`config.mk`:
```
export PLATFORM = sky130hd
export DESIGN_NAME = cv_keypad_decoder
export DESIGN_NICKNAME = d
export VERILOG_FILES = /design/src/rtl/cv_ctrl_pkg.sv /design/src/rtl/cv_evt_fifo.sv /design/src/rtl/cv_keypad_decoder.sv
export SDC_FILE = /design/constraint.sdc
export NUM_CORES = 1
export LEC_CHECK = 0
export CAP_MARGIN = 10
export CORE_ASPECT_RATIO = 1.5
export CORE_MARGIN = 8
export CORE_UTILIZATION = 49
export CTS_CLUSTER_SIZE = 16
export DETAILED_ROUTE_END_ITERATION = 12
export GPL_TIMING_DRIVEN = 0
export PLACE_DENSITY = 0.77
export SYNTH_ARGS = -nofsm -noshare
export SYNTH_HDL_FRONTEND = slang
export SYNTH_SLANG_ARGS = --single-unit
```
`constraint.sdc`:
```
create_clock -name clk_i -period 5.2 [get_ports clk_i]
set_input_delay 0.78 -clock clk_i [delete_from_list [all_inputs] [get_ports clk_i]]
set_output_delay 0.78 -clock clk_i [all_outputs]
set_load 0.01 [all_outputs]
```
`src/rtl/cv_ctrl_pkg.sv`:
```
// Shared ColecoVision controller definitions: keypad line codes, event byte layout,
// scanner FSM states and the keypad decode helper.
package cv_ctrl_pkg;

    // Keypad codes as driven on {p1,p2,p3,p4} while p5 is low (lines are active-low).
    localparam logic [3:0] cv_key_0_c      = 4'b0011;
    localparam logic [3:0] cv_key_1_c      = 4'b1110;
    localparam logic [3:0] cv_key_2_c      = 4'b1101;
    localparam logic [3:0] cv_key_3_c      = 4'b0110;
    localparam logic [3:0] cv_key_4_c      = 4'b0001;
    localparam logic [3:0] cv_key_5_c      = 4'b1001;
    localparam logic [3:0] cv_key_6_c      = 4'b0111;
    localparam logic [3:0] cv_key_7_c      = 4'b1100;
    localparam logic [3:0] cv_key_8_c      = 4'b1000;
    localparam logic [3:0] cv_key_9_c      = 4'b1011;
    localparam logic [3:0] cv_key_star_c   = 4'b1010;
    localparam logic [3:0] cv_key_pound_c  = 4'b0101;
    localparam logic [3:0] cv_key_purple_c = 4'b0100;
    localparam logic [3:0] cv_key_blue_c   = 4'b0010;
    localparam logic [3:0] cv_key_none_c   = 4'b1111;

    localparam logic [3:0] KEY_NONE = 4'hF;

    // Event byte: {port, press/release, 2'b00, key[3:0]}.
    localparam int EVT_W         = 8;
    localparam int EVT_PORT_BIT  = 7;
    localparam int EVT_PRESS_BIT = 6;
    localparam int EVT_KEY_MSB   = 3;
    localparam int EVT_KEY_LSB   = 0;

    typedef enum logic [2:0] {
        ST_IDLE       = 3'd0,
        ST_WAIT_KP    = 3'd1,
        ST_SAMPLE_KP  = 3'd2,
        ST_WAIT_JOY   = 3'd3,
        ST_SAMPLE_JOY = 3'd4,
        ST_EMIT       = 3'd5
    } cv_scan_state_e;

    typedef struct packed {
        logic [3:0] idx;
        logic [3:0] dir;   // {up, down, left, right}
        logic [1:0] fire;  // {fire2, fire1}
    } cv_scan_t;

    typedef struct packed {
        logic       bad;
        logic [3:0] idx;
    } cv_key_dec_t;

    localparam cv_scan_t SCAN_IDLE = '{idx: KEY_NONE, dir: 4'b0000, fire: 2'b00};

    function automatic cv_key_dec_t cv_decode_key(input logic [3:0] code);
        cv_key_dec_t dec;
        dec = '{bad: 1'b0, idx: KEY_NONE};
        case (code)
            cv_key_0_c:      dec.idx = 4'd0;
            cv_key_1_c:      dec.idx = 4'd1;
            cv_key_2_c:      dec.idx = 4'd2;
            cv_key_3_c:      dec.idx = 4'd3;
            cv_key_4_c:      dec.idx = 4'd4;
            cv_key_5_c:      dec.idx = 4'd5;
            cv_key_6_c:      dec.idx = 4'd6;
            cv_key_7_c:      dec.idx = 4'd7;
            cv_key_8_c:      dec.idx = 4'd8;
            cv_key_9_c:      dec.idx = 4'd9;
            cv_key_star_c:   dec.idx = 4'd10;
            cv_key_pound_c:  dec.idx = 4'd11;
            cv_key_purple_c: dec.idx = 4'd12;
            cv_key_blue_c:   dec.idx = 4'd13;
            cv_key_none_c:   dec.idx = KEY_NONE;
            default:         dec.bad = 1'b1;
        endcase
        return dec;
    endfunction

    function automatic logic [EVT_W-1:0] cv_make_evt(input logic       port,
                                                     input logic       press,
                                                     input logic [3:0] key);
        logic [EVT_W-1:0] evt;
        evt                           = '0;
        evt[EVT_PORT_BIT]             = port;
        evt[EVT_PRESS_BIT]            = press;
        evt[EVT_KEY_MSB:EVT_KEY_LSB]  = key;
        return evt;
    endfunction

endpackage

```
`src/rtl/cv_evt_fifo.sv`:
```
// Synchronous event FIFO with a registered head word and a sticky drop flag.
module cv_evt_fifo
    import cv_ctrl_pkg::*;
#(
    parameter int DEPTH = 4,
    parameter int WIDTH = EVT_W
) (
    input  logic             clk_i,
    input  logic             reset_n_i,
    input  logic             push_i,
    input  logic [WIDTH-1:0] data_i,
    input  logic             ready_i,
    output logic             valid_o,
    output logic [WIDTH-1:0] data_o,
    output logic             overflow_o
);

    localparam int AW = $clog2(DEPTH);
    localparam logic [AW:0]   CNT_ONE  = (AW+1)'(1);
    localparam logic [AW:0]   CNT_FULL = (AW+1)'(DEPTH);
    localparam logic [AW-1:0] PTR_ONE  = AW'(1);

    logic [WIDTH-1:0] r_mem [DEPTH];
    logic [AW-1:0]    r_rd_ptr;
    logic [AW-1:0]    r_wr_ptr;
    logic [AW:0]      r_count;
    logic [WIDTH-1:0] r_head;
    logic             r_overflow;

    logic             w_full;
    logic             w_empty;
    logic             w_pop;
    logic             w_wr_en;
    logic [AW-1:0]    w_rd_next;
    logic [AW:0]      w_count_next;

    assign w_full    = (r_count == CNT_FULL);
    assign w_empty   = (r_count == '0);
    assign w_pop     = !w_empty && ready_i;
    // A pop in the same cycle frees the slot, so a push into a full FIFO still lands.
    assign w_wr_en   = push_i && (!w_full || w_pop);
    assign w_rd_next = w_pop ? r_rd_ptr + PTR_ONE : r_rd_ptr;

    // NOTE: every always_comb output gets a default first so no latch is inferred.
    always_comb begin
        w_count_next = r_count;
        if (w_wr_en && !w_pop)
            w_count_next = r_count + CNT_ONE;
        else if (!w_wr_en && w_pop)
            w_count_next = r_count - CNT_ONE;
    end

    // NOTE: storage has no reset; only entries below r_count are ever observed.
    always_ff @(posedge clk_i) begin
        if (w_wr_en)
            r_mem[r_wr_ptr] <= data_i;
    end

    // NOTE: sequential state uses non-blocking assignments so every flop samples pre-edge values.
    always_ff @(posedge clk_i or negedge reset_n_i) begin
        if (!reset_n_i) begin
            r_rd_ptr   <= '0;
            r_wr_ptr   <= '0;
            r_count    <= '0;
            r_head     <= '0;
            r_overflow <= 1'b0;
        end else begin
            r_rd_ptr <= w_rd_next;
            r_count  <= w_count_next;
            if (w_wr_en)
                r_wr_ptr <= r_wr_ptr + PTR_ONE;
            if (push_i && !w_wr_en)
                r_overflow <= 1'b1;
            if (w_count_next != '0)
                r_head <= (w_wr_en && (w_rd_next == r_wr_ptr)) ? data_i : r_mem[w_rd_next];
        end
    end

    assign valid_o    = !w_empty;
    assign data_o     = r_head;
    assign overflow_o = r_overflow;

endmodule

```
`src/rtl/cv_keypad_decoder.sv`:
```
// ColecoVision two-port controller scanner: drives p5/p8, samples the data lines,
// debounces full scans and queues keypad press/release events.
module cv_keypad_decoder
    import cv_ctrl_pkg::*;
#(
    parameter int SETTLE_CYC = 8,
    parameter int DEBOUNCE   = 3,
    parameter int FIFO_DEPTH = 4
) (
    input  logic            clk_i,
    input  logic            reset_n_i,
    input  logic            clk_en_i,
    input  logic            enable_i,
    input  logic [1:0]      ctrl_p1_i,
    input  logic [1:0]      ctrl_p2_i,
    input  logic [1:0]      ctrl_p3_i,
    input  logic [1:0]      ctrl_p4_i,
    input  logic [1:0]      ctrl_p6_i,
    output logic [1:0]      ctrl_p5_o,
    output logic [1:0]      ctrl_p8_o,
    output logic [1:0][3:0] key_idx_o,
    output logic [1:0][3:0] dir_o,
    output logic [1:0][1:0] fire_o,
    output logic [1:0]      bad_code_o,
    output logic            evt_valid_o,
    output logic [7:0]      evt_data_o,
    input  logic            evt_ready_i,
    output logic            overflow_o
);

    localparam logic [7:0] SETTLE_LAST = 8'(SETTLE_CYC - 1);
    localparam logic [3:0] DB_MAX      = 4'(DEBOUNCE);

    cv_scan_state_e    r_state;
    cv_scan_state_e    w_state_next;
    logic [7:0]        r_settle_cnt;
    logic              w_settle_done;
    logic [1:0]        r_p5;
    logic [1:0]        r_p8;

    logic [9:0]        r_pin_meta;
    logic [9:0]        r_pin_sync;
    logic [1:0]        w_p1, w_p2, w_p3, w_p4, w_p6;

    cv_key_dec_t [1:0] w_kp_dec;
    logic [1:0][3:0]   r_kp_idx;
    logic [1:0]        r_kp_fire2;
    logic [1:0]        r_bad;

    cv_scan_t [1:0]    w_raw;
    cv_scan_t [1:0]    r_prev;
    cv_scan_t [1:0]    r_commit;
    logic [1:0][3:0]   r_db_cnt;
    logic [1:0][3:0]   w_cnt_next;
    logic [1:0]        w_commit;

    logic [3:0]        w_evt_mask_new;
    logic [3:0][7:0]   w_evt_data_new;
    logic [3:0]        r_evt_mask;
    logic [3:0][7:0]   r_evt_data;
    logic [3:0]        w_emit_sel;
    logic [7:0]        w_emit_data;
    logic [3:0]        w_mask_next;
    logic              w_push;
    logic              w_kp_sel;
    logic              w_joy_sel;

    // Controller lines are asynchronous to clk_i; settle time hides the sync latency.
    always_ff @(posedge clk_i or negedge reset_n_i) begin
        if (!reset_n_i) begin
            r_pin_meta <= '1;
            r_pin_sync <= '1;
        end else begin
            r_pin_meta <= {ctrl_p6_i, ctrl_p4_i, ctrl_p3_i, ctrl_p2_i, ctrl_p1_i};
            r_pin_sync <= r_pin_meta;
        end
    end

    assign w_p1 = r_pin_sync[1:0];
    assign w_p2 = r_pin_sync[3:2];
    assign w_p3 = r_pin_sync[5:4];
    assign w_p4 = r_pin_sync[7:6];
    assign w_p6 = r_pin_sync[9:8];

    assign w_settle_done = (r_settle_cnt == SETTLE_LAST);

    always_comb begin
        w_state_next = r_state;
        case (r_state)
            ST_IDLE:       if (clk_en_i && enable_i)      w_state_next = ST_WAIT_KP;
            ST_WAIT_KP:    if (clk_en_i && w_settle_done) w_state_next = ST_SAMPLE_KP;
            ST_SAMPLE_KP:  if (clk_en_i)                  w_state_next = ST_WAIT_JOY;
            ST_WAIT_JOY:   if (clk_en_i && w_settle_done) w_state_next = ST_SAMPLE_JOY;
            ST_SAMPLE_JOY: if (clk_en_i)                  w_state_next = ST_EMIT;
            ST_EMIT:       if (w_mask_next == '0)         w_state_next = ST_IDLE;
            default:                                      w_state_next = ST_IDLE;
        endcase
    end

    // Selects follow the next state, so they move only on state entry and never overlap.
    assign w_kp_sel  = (w_state_next == ST_WAIT_KP)  || (w_state_next == ST_SAMPLE_KP);
    assign w_joy_sel = (w_state_next == ST_WAIT_JOY) || (w_state_next == ST_SAMPLE_JOY);

    always_ff @(posedge clk_i or negedge reset_n_i) begin
        if (!reset_n_i) begin
            r_state      <= ST_IDLE;
            r_settle_cnt <= '0;
            r_p5         <= 2'b11;
            r_p8         <= 2'b11;
        end else begin
            r_state <= w_state_next;
            r_p5    <= w_kp_sel  ? 2'b00 : 2'b11;
            r_p8    <= w_joy_sel ? 2'b00 : 2'b11;
            if (clk_en_i && ((r_state == ST_WAIT_KP) || (r_state == ST_WAIT_JOY)))
                r_settle_cnt <= w_settle_done ? 8'd0 : r_settle_cnt + 8'd1;
        end
    end

    always_comb begin
        w_kp_dec = '0;
        for (int n = 0; n < 2; n++)
            w_kp_dec[n] = cv_decode_key({w_p1[n], w_p2[n], w_p3[n], w_p4[n]});
    end

    always_ff @(posedge clk_i or negedge reset_n_i) begin
        if (!reset_n_i) begin
            r_kp_idx   <= {KEY_NONE, KEY_NONE};
            r_kp_fire2 <= '0;
            r_bad      <= '0;
        end else if ((r_state == ST_SAMPLE_KP) && clk_en_i) begin
            r_kp_idx   <= {w_kp_dec[1].idx, w_kp_dec[0].idx};
            r_kp_fire2 <= ~w_p6;
            r_bad      <= r_bad | {w_kp_dec[1].bad, w_kp_dec[0].bad};
        end
    end

    // Raw scan per port, debounce counter and the press/release events a commit produces.
    always_comb begin
        w_raw          = '0;
        w_cnt_next     = '0;
        w_commit       = '0;
        w_evt_mask_new = '0;
        w_evt_data_new = '0;
        for (int n = 0; n < 2; n++) begin
            w_raw[n].idx  = r_kp_idx[n];
            w_raw[n].dir  = ~{w_p1[n], w_p2[n], w_p3[n], w_p4[n]};
            w_raw[n].fire = {r_kp_fire2[n], ~w_p6[n]};
            if (w_raw[n] != r_prev[n])
                w_cnt_next[n] = 4'd1;
            else if (r_db_cnt[n] >= DB_MAX)
                w_cnt_next[n] = DB_MAX;
            else
                w_cnt_next[n] = r_db_cnt[n] + 4'd1;
            w_commit[n] = (w_cnt_next[n] == DB_MAX) && (w_raw[n] != r_commit[n]);
            if (w_commit[n] && (w_raw[n].idx != r_commit[n].idx)) begin
                if (r_commit[n].idx != KEY_NONE) begin
                    w_evt_mask_new[2*n] = 1'b1;
                    w_evt_data_new[2*n] = cv_make_evt(1'(n), 1'b0, r_commit[n].idx);
                end
                if (w_raw[n].idx != KEY_NONE) begin
                    w_evt_mask_new[2*n+1] = 1'b1;
                    w_evt_data_new[2*n+1] = cv_make_evt(1'(n), 1'b1, w_raw[n].idx);
                end
            end
        end
    end

    // Lowest pending slot goes first: port 0 release, port 0 press, port 1 release, port 1 press.
    always_comb begin
        w_emit_sel  = '0;
        w_emit_data = '0;
        for (int i = 3; i >= 0; i--) begin
            if (r_evt_mask[i]) begin
                w_emit_sel    = '0;
                w_emit_sel[i] = 1'b1;
                w_emit_data   = r_evt_data[i];
            end
        end
    end

    assign w_mask_next = r_evt_mask & ~w_emit_sel;
    assign w_push      = (r_state == ST_EMIT) && (r_evt_mask != '0);

    always_ff @(posedge clk_i or negedge reset_n_i) begin
        if (!reset_n_i) begin
            r_prev     <= {SCAN_IDLE, SCAN_IDLE};
            r_commit   <= {SCAN_IDLE, SCAN_IDLE};
            r_db_cnt   <= '0;
            r_evt_mask <= '0;
            r_evt_data <= '0;
        end else if ((r_state == ST_SAMPLE_JOY) && clk_en_i) begin
            r_prev     <= w_raw;
            r_db_cnt   <= w_cnt_next;
            r_evt_mask <= w_evt_mask_new;
            r_evt_data <= w_evt_data_new;
            for (int n = 0; n < 2; n++)
                if (w_commit[n])
                    r_commit[n] <= w_raw[n];
        end else if (r_state == ST_EMIT) begin
            r_evt_mask <= w_mask_next;
        end
    end

    cv_evt_fifo #(
        .DEPTH (FIFO_DEPTH),
        .WIDTH (EVT_W)
    ) u_evt_fifo (
        .clk_i      (clk_i),
        .reset_n_i  (reset_n_i),
        .push_i     (w_push),
        .data_i     (w_emit_data),
        .ready_i    (evt_ready_i),
        .valid_o    (evt_valid_o),
        .data_o     (evt_data_o),
        .overflow_o (overflow_o)
    );

    always_comb begin
        key_idx_o = '0;
        dir_o     = '0;
        fire_o    = '0;
        for (int n = 0; n < 2; n++) begin
            key_idx_o[n] = r_commit[n].idx;
            dir_o[n]     = r_commit[n].dir;
            fire_o[n]    = r_commit[n].fire;
        end
    end

    assign ctrl_p5_o  = r_p5;
    assign ctrl_p8_o  = r_p8;
    assign bad_code_o = r_bad;

endmodule

```
==> flow_summary.ini <==
[final_layout]
utilization_pct = 59.1
n_antenna_cell = 0
fin_nets = 705
stdcell_count = 889
areaGrowthSynthToFinish_pct = 17.9
final_area_um2 = 8630
fillers = 1188
drive_gt1_share_pct = 21.4

[place]
placed_cell_area_um2 = 8080
post-dp-hpwl_um = 10800
portBuffers = 48
gp_congestion = 0.823
place_inst = 857
post-place-ws_ps = 1890

[worst_setup_path]
slowest_delay_ps = 730
critPathKind = primary input to flop
crit_chain = clkdlybuf4s50_1 -> and2_4 -> buf_6 -> nor3_2 -> o31ai_2 -> mux2_2 -> mux2_4
cp_slowest_cell = clkdlybuf4s50_1
end_kind = flop
critPathLaunchType = primary input
worstPathArrival_ps = 3180
cp_max_fo = 8
worstPathRequired_ps = 5500

[grt]
grt_max_degree = 81
grt_antenna_before_repair = 0
grt_util_all_layers_pct = 16.7
overflow = 0
grt_pass1_wl_um = 25400
grt_pass1_vias = 5105

[clock_network]
cts.htree.levels = 4
insertion_delay_ps = 420
root_buffer = clkbuf_16
cts_hold_buf = 0
clkTransAtPathRegs_ps = 60
cts_resized = 0
cts_made_buffers = 17
clock_sinks = 154
cts_buffer_depth = 2
cts_tree = yes
postCtsSetupBuffers = 0

[die]
start_util_pct = 50.2
std_cell_rows = 54
die_h_um = 166
fp.coreArea_um2 = 14600
ios = 51
dieArea_um2 = 19200
die_x_um = 116

[yosys]
ys_warn_count = 0
synth_top_area_cell = dfrtp_1
synth_cells = 611
synth-edff-count = 24
synthFlopType = dfrtp_1
yosysMostFrequentCell = dfrtp_1
yosys-top-cells-count = dfrtp_1, nand2_1, dfstp_2, xnor2_1, o21ai_0
async_reset_ff_share_pct = 84.4
synth_cell_types = 70
netlist.area_leader.share_pct = 28.7
seq_area_frac_synth_pct = 55.1
synth_area_per_cell_um2 = 12.0
synth_area_leaders = dfrtp_1, dfstp_2, edfxtp_1
syn-cell-area_um2 = 7320
synth_seq_cells = 154

[timing]
rsz0062_at_grt = false
fin_ws_ps = 2320
worst_slew_pin_slew_ps = 762
setup-tns-final_ps = 0
fin_crit_ps = 2880
slew_viol_final = 0
setup_viol = 0
slew_headroom_pct = 49.0
max_freq_ghz = 0.347
clock_skew_ps = 7.66
period_share_pct = 55.4
whs_ps = 297
hold_viol = 0

[routing]
drtIter0Drc = 144
ant_nets = 0
wirelength_um = 15100
via_per_inst = 5.44
routedWlPerCell_um = 17.0
drt_first_pass_iters = 4
drc = 0
dr_total_vias = 4835

[pwr]
power_density_nw_per_um2 = 407
finalPower_mw = 3.51
p_int_mw = 2.48
clock_power_share_pct = 32.7
power_frac_seq_pct = 42.6
peakVddDrop_mv = 0.236
p_leak_nw = 3.65
p_sw_mw = 1.03
power.share.combinational_pct = 24.7
swShare_pct = 29.4

[hold_path]
hold_path.class = primary input to asynchronous set/reset pin

[outcome]
status = finished, final reports clean

[run]
max-cap-violations = 0
## flip-flops by register name, indices dropped and copies added (netlist names), 10 cells and up
register and count:
u_evt_fifo.r_mem 24, r_pin_sync 10, r_prev 20, r_evt_data 19
r_pin_meta 10
## power by group through the flow
stage	clock (mW)	combinational [mW]	sequential, mW
after CTS	1.17	0.879	1.50
after detailed placement	0	0.874	1.52
after global placement	0	0.828	1.51
final	1.15	0.867	1.50
after global routing	1.22	0.955	1.52
after floorplan	0	0.603	1.51
## final timing paths
path / endpoint / cells after the start / from / slack, ps
max: u_evt_fifo.data_o[3] / 7 / evt_ready_i / 2320
min reg2reg: r_pin_sync[8] / 0 / r_pin_meta[8] / 350
min: u_evt_fifo.data_o[3] / 1 / reset_n_i / 300
max reg2reg: u_evt_fifo.data_o[3] / 10 / u_evt_fifo.r_count[1] / 2510
max in group asynchronous: r_prev[17] / 2 / reset_n_i / 4120
min in group clk_i: r_pin_sync[8] / 0 / r_pin_meta[8] / 350
## critical path, delay by kind of cell
kind,cells,cell delay [ps]
compound gates,1,580
buf+inv,2,860
mux,2,670
simple gates,2,280
## area by class of cell
| class | count | area (µm²) | area share [%] |
|---|---|---|---|
| Sequential cell | 154 | 4030 | 46.7 |
| Multi-Input combinational cell | 402 | 2990 | 34.7 |
| Timing Repair Buffer | 49 | 509 | 5.90 |
| Clock buffer | 23 | 490 | 5.68 |
| Buffer | 43 | 245 | 2.84 |
| Tap cell | 196 | 245 | 2.84 |
| Clock inverter | 9 | 63.8 | 0.739 |
| Inverter | 13 | 53.8 | 0.623 |
## cells in the final DEF (no fill, tap or decap), types with 19 or more instances in the layout
cell	instances
clkbuf_1	24
clkbuf_16	19
clkdlybuf4s50_1	47
dfrtp_1	84
dfstp_2	46
edfxtp_1	24
nand2_1	82
nor2_1	25
o21ai_0	29
xnor2_1	40
xor2_1	19
## metal layers
layer | wire length, µm | GRT usage (%) | part of all wire, %
met5 | 0 | 0 | 0
met4 | 353 | 7.25 | 2.3
met3 | 529 | 4.15 | 3.5
met2 | 8500 | 30.5 | 56
met1 | 5710 | 17.4 | 38
## cells by family after synthesis
logic type	Yosys count	share of synthesized area, %
other	1	0.0512
AO/OA/AOI/OAI	108	10.4
multiplexers	42	8.91
flip-flops	154	55.1
adder cells (fa/ha/maj)	11	1.85
buffers and inverters	56	4.09
AND/OR/NAND/NOR	180	12.6
XOR/XNOR	59	7.06
(Power assumes the default switching activity.)
